### config.mk
export PLATFORM = sky130hd
export DESIGN_NAME = hazard_forward_ctrl
export DESIGN_NICKNAME = d
export VERILOG_FILES = /design/src/rtl/pipeline_pkg.sv /design/src/rtl/fwd_sel_logic.sv /design/src/rtl/hazard_forward_ctrl.sv
export SDC_FILE = /design/constraint.sdc
export NUM_CORES = 1
export LEC_CHECK = 0
export ABC_AREA = 1
export BUFFER_PORTS_ARGS = -buffer_cell sky130_fd_sc_hd__clkbuf_2
export CAP_MARGIN = 20
export CORE_MARGIN = 3
export CORE_UTILIZATION = 47
export DETAILED_ROUTE_END_ITERATION = 10
export GPL_TIMING_DRIVEN = 0
export PLACE_DENSITY = 0.69
export SLEW_MARGIN = 10
export SYNTH_ARGS = -nofsm -noshare
export SYNTH_HDL_FRONTEND = slang
export SYNTH_SLANG_ARGS = --single-unit
### constraint.sdc
create_clock -name clk -period 2.3 [get_ports clk]
set_input_delay 0.115 -clock clk [delete_from_list [all_inputs] [get_ports clk]]
set_output_delay 0.115 -clock clk [all_outputs]
set_load 0.02 [all_outputs]
### src/rtl/pipeline_pkg.sv
// Shared pipeline definitions: forward-mux encodings, in-flight destination tag,
// and the "tag writes register" predicate used by hazard and forwarding logic.
package pipeline_pkg;

  localparam int unsigned REG_AW_DEFAULT = 3;

  typedef enum logic [1:0] {
    FWD_RF    = 2'd0,
    FWD_EXMEM = 2'd1,
    FWD_MEMWB = 2'd2
  } fwd_sel_e;

  typedef struct packed {
    logic                      valid;
    logic [REG_AW_DEFAULT-1:0] rd;
    logic                      we;
    logic                      mem_read;
  } tag_t;

  // r0 is hardwired zero, so it is never a real producer.
  function automatic logic tag_writes(tag_t tag, logic [REG_AW_DEFAULT-1:0] r);
    return tag.valid && tag.we && (tag.rd == r) && (r != '0);
  endfunction

endpackage

### src/rtl/fwd_sel_logic.sv
// Operand forward select for one EX source, evaluated while the consumer is in ID.
module fwd_sel_logic
  import pipeline_pkg::*;
#(
  parameter int unsigned REG_AW = REG_AW_DEFAULT
) (
  input  logic [REG_AW-1:0] rs,
  input  logic              used,
  input  tag_t              ex_tag,
  input  tag_t              mem_tag,
  output logic [1:0]        sel
);

  // The ex producer is newer than the mem producer, so it is checked first.
  always_comb begin
    sel = FWD_RF;
    if (used) begin
      if (tag_writes(ex_tag, rs))
        sel = FWD_EXMEM;
      else if (tag_writes(mem_tag, rs))
        sel = FWD_MEMWB;
    end
  end

endmodule

### src/rtl/hazard_forward_ctrl.sv
// Hazard and forwarding controller: EX/MEM/WB tag pipe, load-use stall,
// branch flush, registered EX forward selects and saturating event counters.
module hazard_forward_ctrl
  import pipeline_pkg::*;
#(
  parameter int unsigned REG_AW = REG_AW_DEFAULT,
  parameter int unsigned CNT_W  = 16
) (
  input  logic              clk,
  input  logic              rst,
  input  logic              id_valid,
  input  logic [REG_AW-1:0] id_rs1,
  input  logic [REG_AW-1:0] id_rs2,
  input  logic              id_rs1_used,
  input  logic              id_rs2_used,
  input  logic [REG_AW-1:0] id_rd,
  input  logic              id_we,
  input  logic              id_mem_read,
  input  logic              ex_branch_taken,
  output logic [1:0]        fwd_a_sel,
  output logic [1:0]        fwd_b_sel,
  output logic              pc_stall,
  output logic              ifid_stall,
  output logic              idex_bubble,
  output logic              ifid_flush,
  output logic [CNT_W-1:0]  stall_cnt,
  output logic [CNT_W-1:0]  flush_cnt
);

  // Index 0 = ex, 1 = mem, 2 = wb. The wb tag is kept for completeness only:
  // the regfile writes before it reads, so wb never forwards.
  tag_t       stage_q [3];
  logic       hz;
  logic       fl;
  logic       advance;
  logic [1:0] sel_a;
  logic [1:0] sel_b;

  fwd_sel_logic #(.REG_AW(REG_AW)) u_fwd_a (
    .rs      (id_rs1),
    .used    (id_rs1_used),
    .ex_tag  (stage_q[0]),
    .mem_tag (stage_q[1]),
    .sel     (sel_a)
  );

  fwd_sel_logic #(.REG_AW(REG_AW)) u_fwd_b (
    .rs      (id_rs2),
    .used    (id_rs2_used),
    .ex_tag  (stage_q[0]),
    .mem_tag (stage_q[1]),
    .sel     (sel_b)
  );

  always_comb begin
    hz = id_valid && stage_q[0].valid && stage_q[0].mem_read &&
         ((id_rs1_used && tag_writes(stage_q[0], id_rs1)) ||
          (id_rs2_used && tag_writes(stage_q[0], id_rs2)));
    fl          = ex_branch_taken && stage_q[0].valid;
    ifid_flush  = fl;
    idex_bubble = fl || hz;
    pc_stall    = hz && !fl;
    ifid_stall  = hz && !fl;
    advance     = id_valid && !idex_bubble;
  end

  always_ff @(posedge clk or negedge rst) begin
    if (!rst) begin
      for (int unsigned i = 0; i < 3; i++) stage_q[i] <= '0;
      fwd_a_sel <= FWD_RF;
      fwd_b_sel <= FWD_RF;
      stall_cnt <= '0;
      flush_cnt <= '0;
    end else begin
      stage_q[2] <= stage_q[1];
      stage_q[1] <= stage_q[0];
      if (advance) begin
        stage_q[0] <= '{valid: 1'b1, rd: id_rd, we: id_we, mem_read: id_mem_read};
        fwd_a_sel  <= sel_a;
        fwd_b_sel  <= sel_b;
      end else begin
        stage_q[0] <= '0;
        fwd_a_sel  <= FWD_RF;
        fwd_b_sel  <= FWD_RF;
      end
      if (pc_stall && (stall_cnt != '1)) stall_cnt <= stall_cnt + 1'b1;
      if (fl && (flush_cnt != '1))       flush_cnt <= flush_cnt + 1'b1;
    end
  end

endmodule

# --- Word-level counts from Yosys, hierarchy flattened ---
# Cells that the tools add are included.
op_classes:
  n_eq_ne: 6
  n_mux: 9
  n_reduce_logical: 26
  addsub: 2
op_table:
  columns: ["op", "count"]
  rows:
  - ["$add A16 B1 Y16 const B", 2]
  - ["$ne A16 B16 Y1 const B", 2]
  - ["$logic_and A1 B1 Y1", 20]
  - ["$mux W2", 8]
  - ["$eq A3 B3 Y1", 4]
  - ["$mux W6", 1]
  - ["$reduce_bool A3 Y1", 2]
  - ["$logic_not A1 Y1", 2]
  - ["$logic_or A1 B1 Y1", 2]
word_totals:
  register_bits: 47
  in_bits: 17
  elab_cells: 54

# --- Depth between registers and ports, before layout ---
# Gate-level depths: netlist of run 1.
depth:
  depth_word: 10
  depth_mapped: 11
  ltp_nobuf: 10

# --- By module ---
# From an unflattened synthesis of run 1, not the netlist that was laid out.
hier_totals:
  cells_unflattened: 384
  hier_area_um2: 2824.0
modules_own_cells:
  columns: ["mod", "area_each_um2", "cells_per_inst", "instances", "seq_area_each_um2"]
  rows:
  - ["hazard_forward_ctrl", 2513.7, 318, 1, 1201.2]
  - ["fwd_sel_logic", 155.1, 33, 2, 0.0]

# --- Worst setup path after synthesis of run 1 ---
# Ideal clock, no wire load.
synth_path:
  kind: "register to register"
  startpoint: "register stall_cnt[0]"
  endpoint: "register stall_cnt[0]"
  slack_ps: 490
  required_ps: 2183
  arrival_ps: 1693
  setup_time_ps: 117
  stages_incl_launch_ff: 10
  path_buffers: 1
  cell_sequence: "dfrtp_1 -> ha_1 -> nand2_1 -> nor2_1 -> nand2_1 -> nor2_2 -> nor2_8 -> buf_6 -> nand2_1 -> nand2_1"
synth_via:
  elab_chain_len: 2
  word_cells_on_any_way: 3
  cone_classes: "1 x add/sub; 1 x eq/ne; 1 x reduce/logical"
synth_lines:
  columns: ["element", "line", "rtl"]
  rows:
  - ["from (decl)", "hazard_forward_ctrl.sv:26", "output logic [CNT_W-1:0] stall_cnt,"]
  - ["from (signal assigned)", "hazard_forward_ctrl.sv:86", "if (pc_stall && (stall_cnt != '1)) stall_cnt <= stall_cnt + 1'b1;"]
  - ["branches (longest 2 deep; another with $add A16 B1 Y16)", null, null]
# Several ways; the timed one is not identified.
# A chain may end at the register's enable or synchronous reset.

# --- Worst setup path in the final report of run 1 ---
layout_path:
  startpoint: "register stall_cnt[0]"
  endpoint: "register stall_cnt[11]"
# Same word-level chain as after synthesis.

==> run metrics, run 1 <==
layout cells sized above 1=0.2243; pin count of the biggest net entering global routing=33; Synth Register Bits=47; DR iter-0 viols=a little over 70; top post-synthesis cells by count=100 x nand2_1, 47 x dfrtp_1, 34 x nor2_1, 32 x inv_1, 20 x xor2_1; Via density=4.872; final cycle utilization of the critical path=0.8358; Avg Cell Area, Syn=between 8 and 9 um^2; Row Count=25; Yosys warnings=0; most used routing layer=met2; Vias=2173; total gr overflow=0; synth unique cells=27; CP startpoint kind=flip-flop; critical path peak fanout=10; area of placed instances=around 2900 um^2; Max Cap Viol=0; most used flip-flop cell after synthesis=dfrtp_1; Routed Antenna Nets=0; initial antenna violation count=0; clk_lat worst skew=0.30 ns; Core ar.=about 4900 um^2; Post-Route WL=5.317 mm; Port Buffers=56; Post-Synthesis Cells=310; unrepaired setup endpoints after global routing=false; status=finished clean; Die ar.=between 6000 and 7000 um^2; Root Buffer=clkbuf_8; DR pass1 iterations=6; P_leak=1.567 nW; final worst path period need=~1.9 ns; hold buffers post-CTS=4; slew margin rel.=0.7037; syn nets=329; Fin. Hold Viols=0; crit path kind=flip-flop to flip-flop; cell taking the most area after synthesis=dfrtp_1; routability congestion estimate=slightly below 0.9; worst slew pin tran=0.4444 ns; Final setup violation count=0; drc violations=0; WP data arrival=2.12 ns; H-tree depth=2; top-count cell post-synth=nand2_1; sequential area share after synthesis=0.4681; most frequent CP cell=nand2_1; CTS buffer count=5; Clock Sinks=47; GR Util All Layers=0.1891; met2 Use GR=0.3072; CP max stage delay=about 0.47 ns; Resize count post-CTS=0; final HPWL from detailed placement=4.097 mm; area grow syn2layout=20.27%; setup TNS=0 ns; met3 GRT Util=0.04649; cell area after synthesis=2512 um^2; cell breakdown of the critical path=ha_1 -> nand2_1 -> nor2_1 -> nand2_1 -> nor2_2 -> nor2_8 -> buf_6 -> nand2_1 -> nand2_1; Synth async-reset ratio=1.000; Chip Width=79.12 um; Clock Skew=approximately 0.0067 ns; vias in the first global route=2088; first-pass GRT wire length=around 9.3 mm; Post-CTS Setup Repair Bufs=0; Inserted Diodes=0; WL/cell=11.92 um; Hold Crit Class=input pin to flip-flop; post-route cell area=3022 um^2; share of the synthesized area in the top cell type=0.4681; cells taking the most area after synthesis=dfrtp_1 47%, nand2_1 15%, xor2_1 7.0%; io pins=57; EDFF count, synth=0; die height=79.12 um; pwr/cell area=549.6 nW/um^2; FMAX=520.2 MHz; initial core utilization=0.5084; Longest Clk Path Bufs=2; CP max-delay cell=dfrtp_1; Slew Limit Fails=0; Worst VDD drop=around 0.34 mV; clk slew on worst S/H paths=0.08 ns; nets=397; met1 usage in global routing=0.2430; CTS tree=yes; Worst EP required=roughly 2.5 ns; Worst Setup End Kind=flip-flop
[per-layer routing]
| metal | vias to the layer above | wire length [um] |
|---|---|---|
| met4 | 0 | 76 |
| met1 | 1012 | 2384 |
| met3 | 7 | 314 |
| met5 | - | 0 |
| li1 | 1093 | - |
| met2 | 61 | 2541 |
[report_power, final]
part	total [mW]	switching, mW	internal [mW]	leakage (nW)
Clock	0.474	0.262	0.212	0.0412
Combinational	0.252	0.157	0.0956	0.893
Sequential	0.934	0.0579	0.876	0.633
[worst paths after layout]
check / start / to / slack (ns) / cells after the start
max: stall_cnt[0] / stall_cnt[11] / 0.38 / 9
min: id_rd[2] / stage_q[16] / 0.01 / 3
max reg2reg: stall_cnt[0] / stall_cnt[11] / 0.38 / 9
min reg2reg: stage_q[13] / stage_q[7] / 0.39 / 0
max in group asynchronous: rst / stage_q[12] / 1.49 / 3
min in group asynchronous: rst / flush_cnt[7] / 0.29 / 2
[placed cells by master (no fill, tap or decap), drive strengths merged]
master       count
ha               2
nand4            7
nor3            16
dlygate4sd3      4
inv             37
xor2            20
clkinvlp         1
o211ai           1
xnor2           12
and3             1
nor2            37
clkbuf          62
nand2          101
nand3           18
o21ai            2
clkinv           2
dfrtp           47
a21oi            2
buf              5
nor4             2
[flip-flops by register name, indices dropped and copies added, names as in the netlist]
signal and cells:
fwd_a_sel 2, flush_cnt 16, stage_q 11, fwd_b_sel 2, stall_cnt 16
[logic make-up (layout without fill, tap and decap cells)]
| family | Yosys count | after routing | share of synthesized area |
|---|---|---|---|
| simple gates | 182 | 182 | 0.3312 |
| flops | 47 | 47 | 0.4681 |
| buf+inv | 42 | 111 | 0.06823 |
| xor+xnor | 32 | 32 | 0.1116 |
| compound gates | 5 | 5 | 0.01096 |
| fa+ha+maj | 2 | 2 | 0.009959 |
[worst max-delay path, delay by kind of cell, from the launching register on]
kind          cells  cell delay [ns]
buf+inv           1             0.14
flops             1             0.47
simple gates      7             0.95
fa+ha+maj         1             0.26
[final cells by class]
type | count | area (um^2)
Buffer | 4 | 28.78
Clock buffer | 6 | 72.57
Clock inverter | 2 | 12.51
Fill cell | 480 | 1921
Inverter | 38 | 142.6
Multi-Input combinational cell | 221 | 1165
Sequential cell | 47 | 1176
Tap cell | 67 | 83.83
Timing Repair Buffer | 61 | 340.3
[per-stage QoR]
stage	total power [mW]	hold slack, ns	setup WS (ns)	utilization	instances
floorplan	1.091	-0.1806	0.4898	-	310
global placement	1.188	0.3091	0.4152	0.5820	433
detailed placement	1.199	0.08728	0.3663	0.5861	434
CTS	1.686	0.006682	0.3443	0.6114	446
global route	1.762	0.01827	0.1074	0.6114	446
finish	1.661	0.01085	0.3776	0.6114	446
Note: power is estimated with default switching activity, not from simulation.
==> run 2, diff against run 1 <==
- clock period: 2.3 -> 2 ns (I/O delays scaled with it)
==> run metrics, run 2 (synthesis results as in run 1) <==
Port Buffers=56 (unchanged); Reg2Reg Depth=9 (unchanged); launch point of the worst path=stage_q[16] (was stall_cnt[0]); routability congestion estimate=0.8889 (unchanged); pwr/cell area=626.2 nW/um^2 (was 549.6 nW/um^2); H-tree depth=2 (unchanged); initial core utilization=0.5084 (unchanged); worst slew pin tran=0.4440 ns (was 0.4444 ns); Worst Setup End Kind=output port (was flip-flop); crit path kind=flip-flop to output port (was flip-flop to flip-flop); drc violations=0 (unchanged); GR Util All Layers=0.1894 (was 0.1891); DR iter-0 viols=75 (was 72); Root Buffer=clkbuf_8 (unchanged); final worst path period need=about 1.8 ns; FMAX=541.8 MHz; largest registers=flush_cnt x16, stall_cnt x16, stage_q x11 (unchanged); Setup crit end=pc_stall (was stall_cnt[11]); Slew Limit Fails=0 (unchanged); commonest non-fill, non-tap cell in the layout=nand2_1 (unchanged); clk_lat worst skew=0.30 ns (about the same); Fin. Hold Viols=0 (unchanged); Power, Total=1.914 mW (was 1.661 mW); vias in the first global route=2093 (was 2088); CTS tree=yes (unchanged); number of fill cells=472 (was 480); Hold Crit Class=input pin to flip-flop (unchanged); Worst VDD drop=0.3918 mV (was 0.3415 mV); Routed Antenna Nets=0 (unchanged); Chip Width=79.12 um (unchanged); final hold slack=0.01960 ns (was 0.01085 ns); final HPWL from detailed placement=4.097 mm (unchanged); DR pass1 iterations=6 (unchanged); Clock Skew=0.006444 ns (was 0.006690 ns); CTS buffer count=5 (unchanged); critical path peak fanout=4 (was 10); initial antenna violation count=0 (unchanged); post-layout util=0.6185 (was 0.6114); Vias=2164 (was 2173); clk slew on worst S/H paths=0.08 ns (about the same); status=finished clean (unchanged); total gr overflow=0 (unchanged); Post-Route WL=5.338 mm (was 5.317 mm); Final setup violation count=0 (unchanged); sequential cell area=1179 um^2 (was 1176 um^2); Max Cap Viol=0 (unchanged); Clock Sinks=47 (unchanged); Die ar.=6259 um^2 (unchanged); WP data arrival=1.75 ns (was 2.12 ns); DP Cell Count=434 (unchanged); WL/cell=11.89 um (was 11.92 um); io pins=57 (unchanged); Row Count=25 (unchanged); area occupied by multi-input gates=1170 um^2 (was 1165 um^2); Worst EP required=1.90 ns (was 2.49 ns); RR Endpoint=stall_cnt[11] (unchanged); CP startpoint kind=flip-flop (unchanged); Longest Clk Path Bufs=2 (unchanged); unrepaired setup endpoints after global routing=false (unchanged); die height=79.12 um (unchanged); layout cells sized above 1=0.2408 (was 0.2243); setup TNS=0 ns (unchanged); commonest cells after routing, fill and taps aside=100 x nand2_1, 56 x clkbuf_2, 45 x dfrtp_1 (was 100 x nand2_1, 56 x clkbuf_2, 47 x dfrtp_1); area grow syn2layout=21.66% (was 20.27%); final cycle utilization of the critical path=0.9228; Worst R2R Start=stall_cnt[0] (unchanged); post-route insts no fill=449 (was 446); nets=400 (was 397); Reg2Reg Setup Slack=0.23 ns (was 0.38 ns); Via density=4.820 (was 4.872); Inserted Diodes=0 (unchanged); first-pass GRT wire length=9.308 mm (was 9.294 mm); pin count of the biggest net entering global routing=33 (unchanged); P_leak=1.576 nW (was 1.567 nW); Core ar.=4942 um^2 (unchanged); slew margin rel.=0.7040 (was 0.7037)
[run 2: how the worst min path moves through the flow]
| stage | from | end | slack [ns] | depth (start not counted) |
|---|---|---|---|---|
| global route | id_mem_read | stage_q[12] | 0.003 | 3 |
| detailed placement | rst | flush_cnt[13] | 0.07 | 1 |
| floorplan | rst | flush_cnt[0] | -0.20 | 0 |
| CTS | id_mem_read | stage_q[12] | 0.01 | 3 |
| global placement | id_rd[2] | stage_q[16] | 0.29 | 3 |
| finish | id_mem_read | stage_q[12] | 0.02 | 3 |
[run 2: metrics by stage]
step / setup slack, ns / instance area, um^2
3_3_place_gp: 0.1152 / 2877
4_1_cts: 0.04435 / 3032
3_5_place_dp: 0.06629 / 2897
2_1_floorplan: 0.1898 / 2512
6_report: 0.1544 / 3057
5_1_grt: 0.02400 / 3057
[run 2: power breakdown]
group / leakage (nW) / internal (mW) / switching, mW
combinational: 0.905 / 0.113 / 0.182
sequential: 0.630 / 1.01 / 0.0661
clock: 0.0412 / 0.244 / 0.301
[run 2: critical path, cell delays in order (launching register included)]
cell      delay [ns]
dfrtp_1         0.43
xnor2_1         0.23
nand4_1         0.18
nand2_2         0.17
nand3_4         0.11
inv_2           0.08
buf_4           0.10
clkbuf_2        0.15
[run 2: cell type report]
class	instances	share of cell area
tap	67	0.02743
sequential	47	0.3856
multi-input combinational	221	0.3827
clock buffer	6	0.02374
buffer	4	0.01023
clock inverter	2	0.004093
timing repair buffer	64	0.1195
inverter	38	0.04666
[run 2: repair_timing]
item                       CTS  global route
hold buffers                 5             0
resized for setup            0             6
setup endpoints to repair    0            11
hold endpoints to repair    19             0
buffers inserted             0             2
[run 2: per-layer routing]
metal,part of all wire,GRT usage,wire length [um]
met1,0.45,0.2438,2424
met2,0.48,0.3072,2572
met3,0.050,0.04649,265
met4,0.014,0.07388,76
met5,0,0,0
==> run 3, diff against run 2 <==
- clock period: 2 -> 2.1 ns (I/O delays scaled with it)
==> run metrics, run 3 (synthesis results as in run 1) <==
most frequent CP cell=nand2_1; Chip Width=79.12 um (unchanged); Core ar.=4942 um^2 (unchanged); pwr/cell area=599.6 nW/um^2 (was 626.2 nW/um^2); critical path peak fanout=4 (unchanged); Slew Limit Fails=0 (unchanged); nets=398 (was 400); cell breakdown of the critical path=nand2_1 -> clkinv_1 -> nand2_1 -> nor2_1 -> nand4_1 -> nand2_2 -> nand3_4 -> inv_1 -> buf_4 -> clkbuf_2 (was xnor2_1 -> nand4_1 -> nand2_2 -> nand3_4 -> inv_2 -> buf_4 -> clkbuf_2); CP startpoint kind=flip-flop (unchanged); CP max stage delay=0.39 ns (was 0.43 ns); clk_lat worst skew=0.30 ns (about the same); final worst path period need=1.900 ns; Vias=2172 (was 2164); launch point of the worst path=stage_q[17] (was stage_q[16]); Post-Route WL=5.300 mm (was 5.338 mm); CP max-delay cell=dfrtp_1 (unchanged); post-route cell area=3034 um^2 (was 3057 um^2); commonest cells after routing, fill and taps aside=100 x nand2_1, 56 x clkbuf_2, 47 x dfrtp_1 (was 100 x nand2_1, 56 x clkbuf_2, 45 x dfrtp_1); setup TNS=0 ns (unchanged); Die ar.=6259 um^2 (unchanged); hold depth=3 (unchanged); RR Endpoint=stall_cnt[2] (was stall_cnt[11]); routability congestion estimate=0.8889 (unchanged); Hold Crit Class=input pin to flip-flop (unchanged); CTS buffer count=5 (unchanged); largest registers=flush_cnt x16, stall_cnt x16, stage_q x11 (unchanged); area occupied by multi-input gates=1167 um^2 (was 1170 um^2); number of fill cells=478 (was 472); hold wc startpoint=id_mem_read (unchanged); first-pass GRT wire length=9.308 mm (unchanged); Routed Antenna Nets=0 (unchanged); Port Buffers=56 (unchanged); sequential cell area=1176 um^2 (was 1179 um^2); Worst EP required=2.00 ns (was 1.90 ns); Via density=4.859 (was 4.820); Reg2Reg Depth=8 (was 9); Worst R2R Start=stall_cnt[0] (unchanged); die height=79.12 um (unchanged); final cycle utilization of the critical path=0.9045; initial antenna violation count=0 (unchanged); clk slew on worst S/H paths=0.08 ns (about the same); Final setup violation count=0 (unchanged); CTS tree=yes (unchanged); status=finished clean (unchanged); vias in the first global route=2093 (unchanged); final hold slack=0.02443 ns (was 0.01960 ns); Inserted Diodes=0 (unchanged); Reg2Reg Setup Slack=0.26 ns (was 0.23 ns); Row Count=25 (unchanged); Worst VDD drop=0.3731 mV (was 0.3918 mV); Fin. Hold Viols=0 (unchanged); io pins=57 (unchanged); P_leak=1.571 nW (was 1.576 nW); CP bufs+invs=4 (was 3); drc violations=0 (unchanged); pin count of the biggest net entering global routing=33 (unchanged); Post-CTS Setup Repair Bufs=0 (unchanged); FMAX=between 500 and 600 MHz; Power, Total=1.819 mW (was 1.914 mW); final HPWL from detailed placement=4.097 mm (unchanged); DR iter-0 viols=81 (was 75); GR Util All Layers=0.1894 (unchanged); area of placed instances=2897 um^2 (unchanged); slew margin rel.=0.7053 (was 0.7040); CP delay by family, top=simple AND/OR/NAND/NOR gates (unchanged); Hold Path Sink=stage_q[12] (unchanged); WP data arrival=1.79 ns (was 1.75 ns); crit path kind=flip-flop to output port (unchanged); Max Cap Viol=0 (unchanged); Clock Sinks=47 (unchanged); initial core utilization=0.5084 (unchanged); DR pass1 iterations=4 (was 6); worst slew pin tran=0.4420 ns (was 0.4440 ns); total gr overflow=0 (unchanged); layout cells sized above 1=0.2263 (was 0.2408); WL/cell=11.86 um (was 11.89 um); commonest non-fill, non-tap cell in the layout=nand2_1 (unchanged); Longest Clk Path Bufs=2 (unchanged); Clock Skew=0.006486 ns (was 0.006444 ns); Root Buffer=clkbuf_8 (unchanged); area grow syn2layout=20.77% (was 21.66%); H-tree depth=2 (unchanged); Worst Setup End Kind=output port (unchanged); unrepaired setup endpoints after global routing=false (unchanged)
run 3: report_power, final:
part	internal, mW	switching (mW)	leakage, nW
clock network	0.233	0.286	0.0412
logic	0.106	0.172	0.897
registers	0.960	0.0632	0.633
total	1.30	0.521	1.57
run 3: worst max-delay path by stage:
stage / depth (start not counted) / to
after floorplan: 9 / stall_cnt[0]
final: 10 / pc_stall
after CTS: 8 / stall_cnt[2]
after global placement: 8 / stall_cnt[2]
after detailed placement: 8 / stall_cnt[2]
after global routing: 8 / stall_cnt[10]
run 3: repair_timing:
item / in CTS / in global routing
hold buffers: 5 / 0
gates resized for setup: 0 / 1
endpoints found under the hold margin: 19 / 0
setup endpoints to repair: 0 / 10
run 3: per-layer routing:
layer,part of all wire,vias to the layer above,track usage,wire length (um)
li1,-,1091,-,-
met1,0.44,1008,0.2438,2355
met2,0.48,66,0.3072,2518
met3,0.066,7,0.04649,349
met4,0.014,0,0.07388,76
met5,0,-,0,0
run 3: stage by stage:
step           utilization  instances  setup WS (ns)
6_report            0.6139        447         0.2005
5_1_grt             0.6139        447        0.02062
4_1_cts             0.6134        447         0.1443
3_5_place_dp        0.5861        434         0.1663
3_3_place_gp        0.5820        433         0.2152
2_1_floorplan            -        310         0.2898
run 3: worst register-to-register path: cells and delay by family, from the launching register on:
| family | cells | cell delay, ns |
|---|---|---|
| AND/OR/NAND/NOR | 6 | 0.81 |
| buffers and inverters | 1 | 0.23 |
| adder cells (fa/ha/maj) | 1 | 0.26 |
| flip-flops | 1 | 0.47 |
run 3: cell type report:
type	count	share of cell area
buffer	4	0.009485
timing repair buffer	62	0.1155
multi-input combinational	221	0.3847
sequential	47	0.3876
clock inverter	2	0.004124
tap	67	0.02763
inverter	38	0.04701
clock buffer	6	0.02392
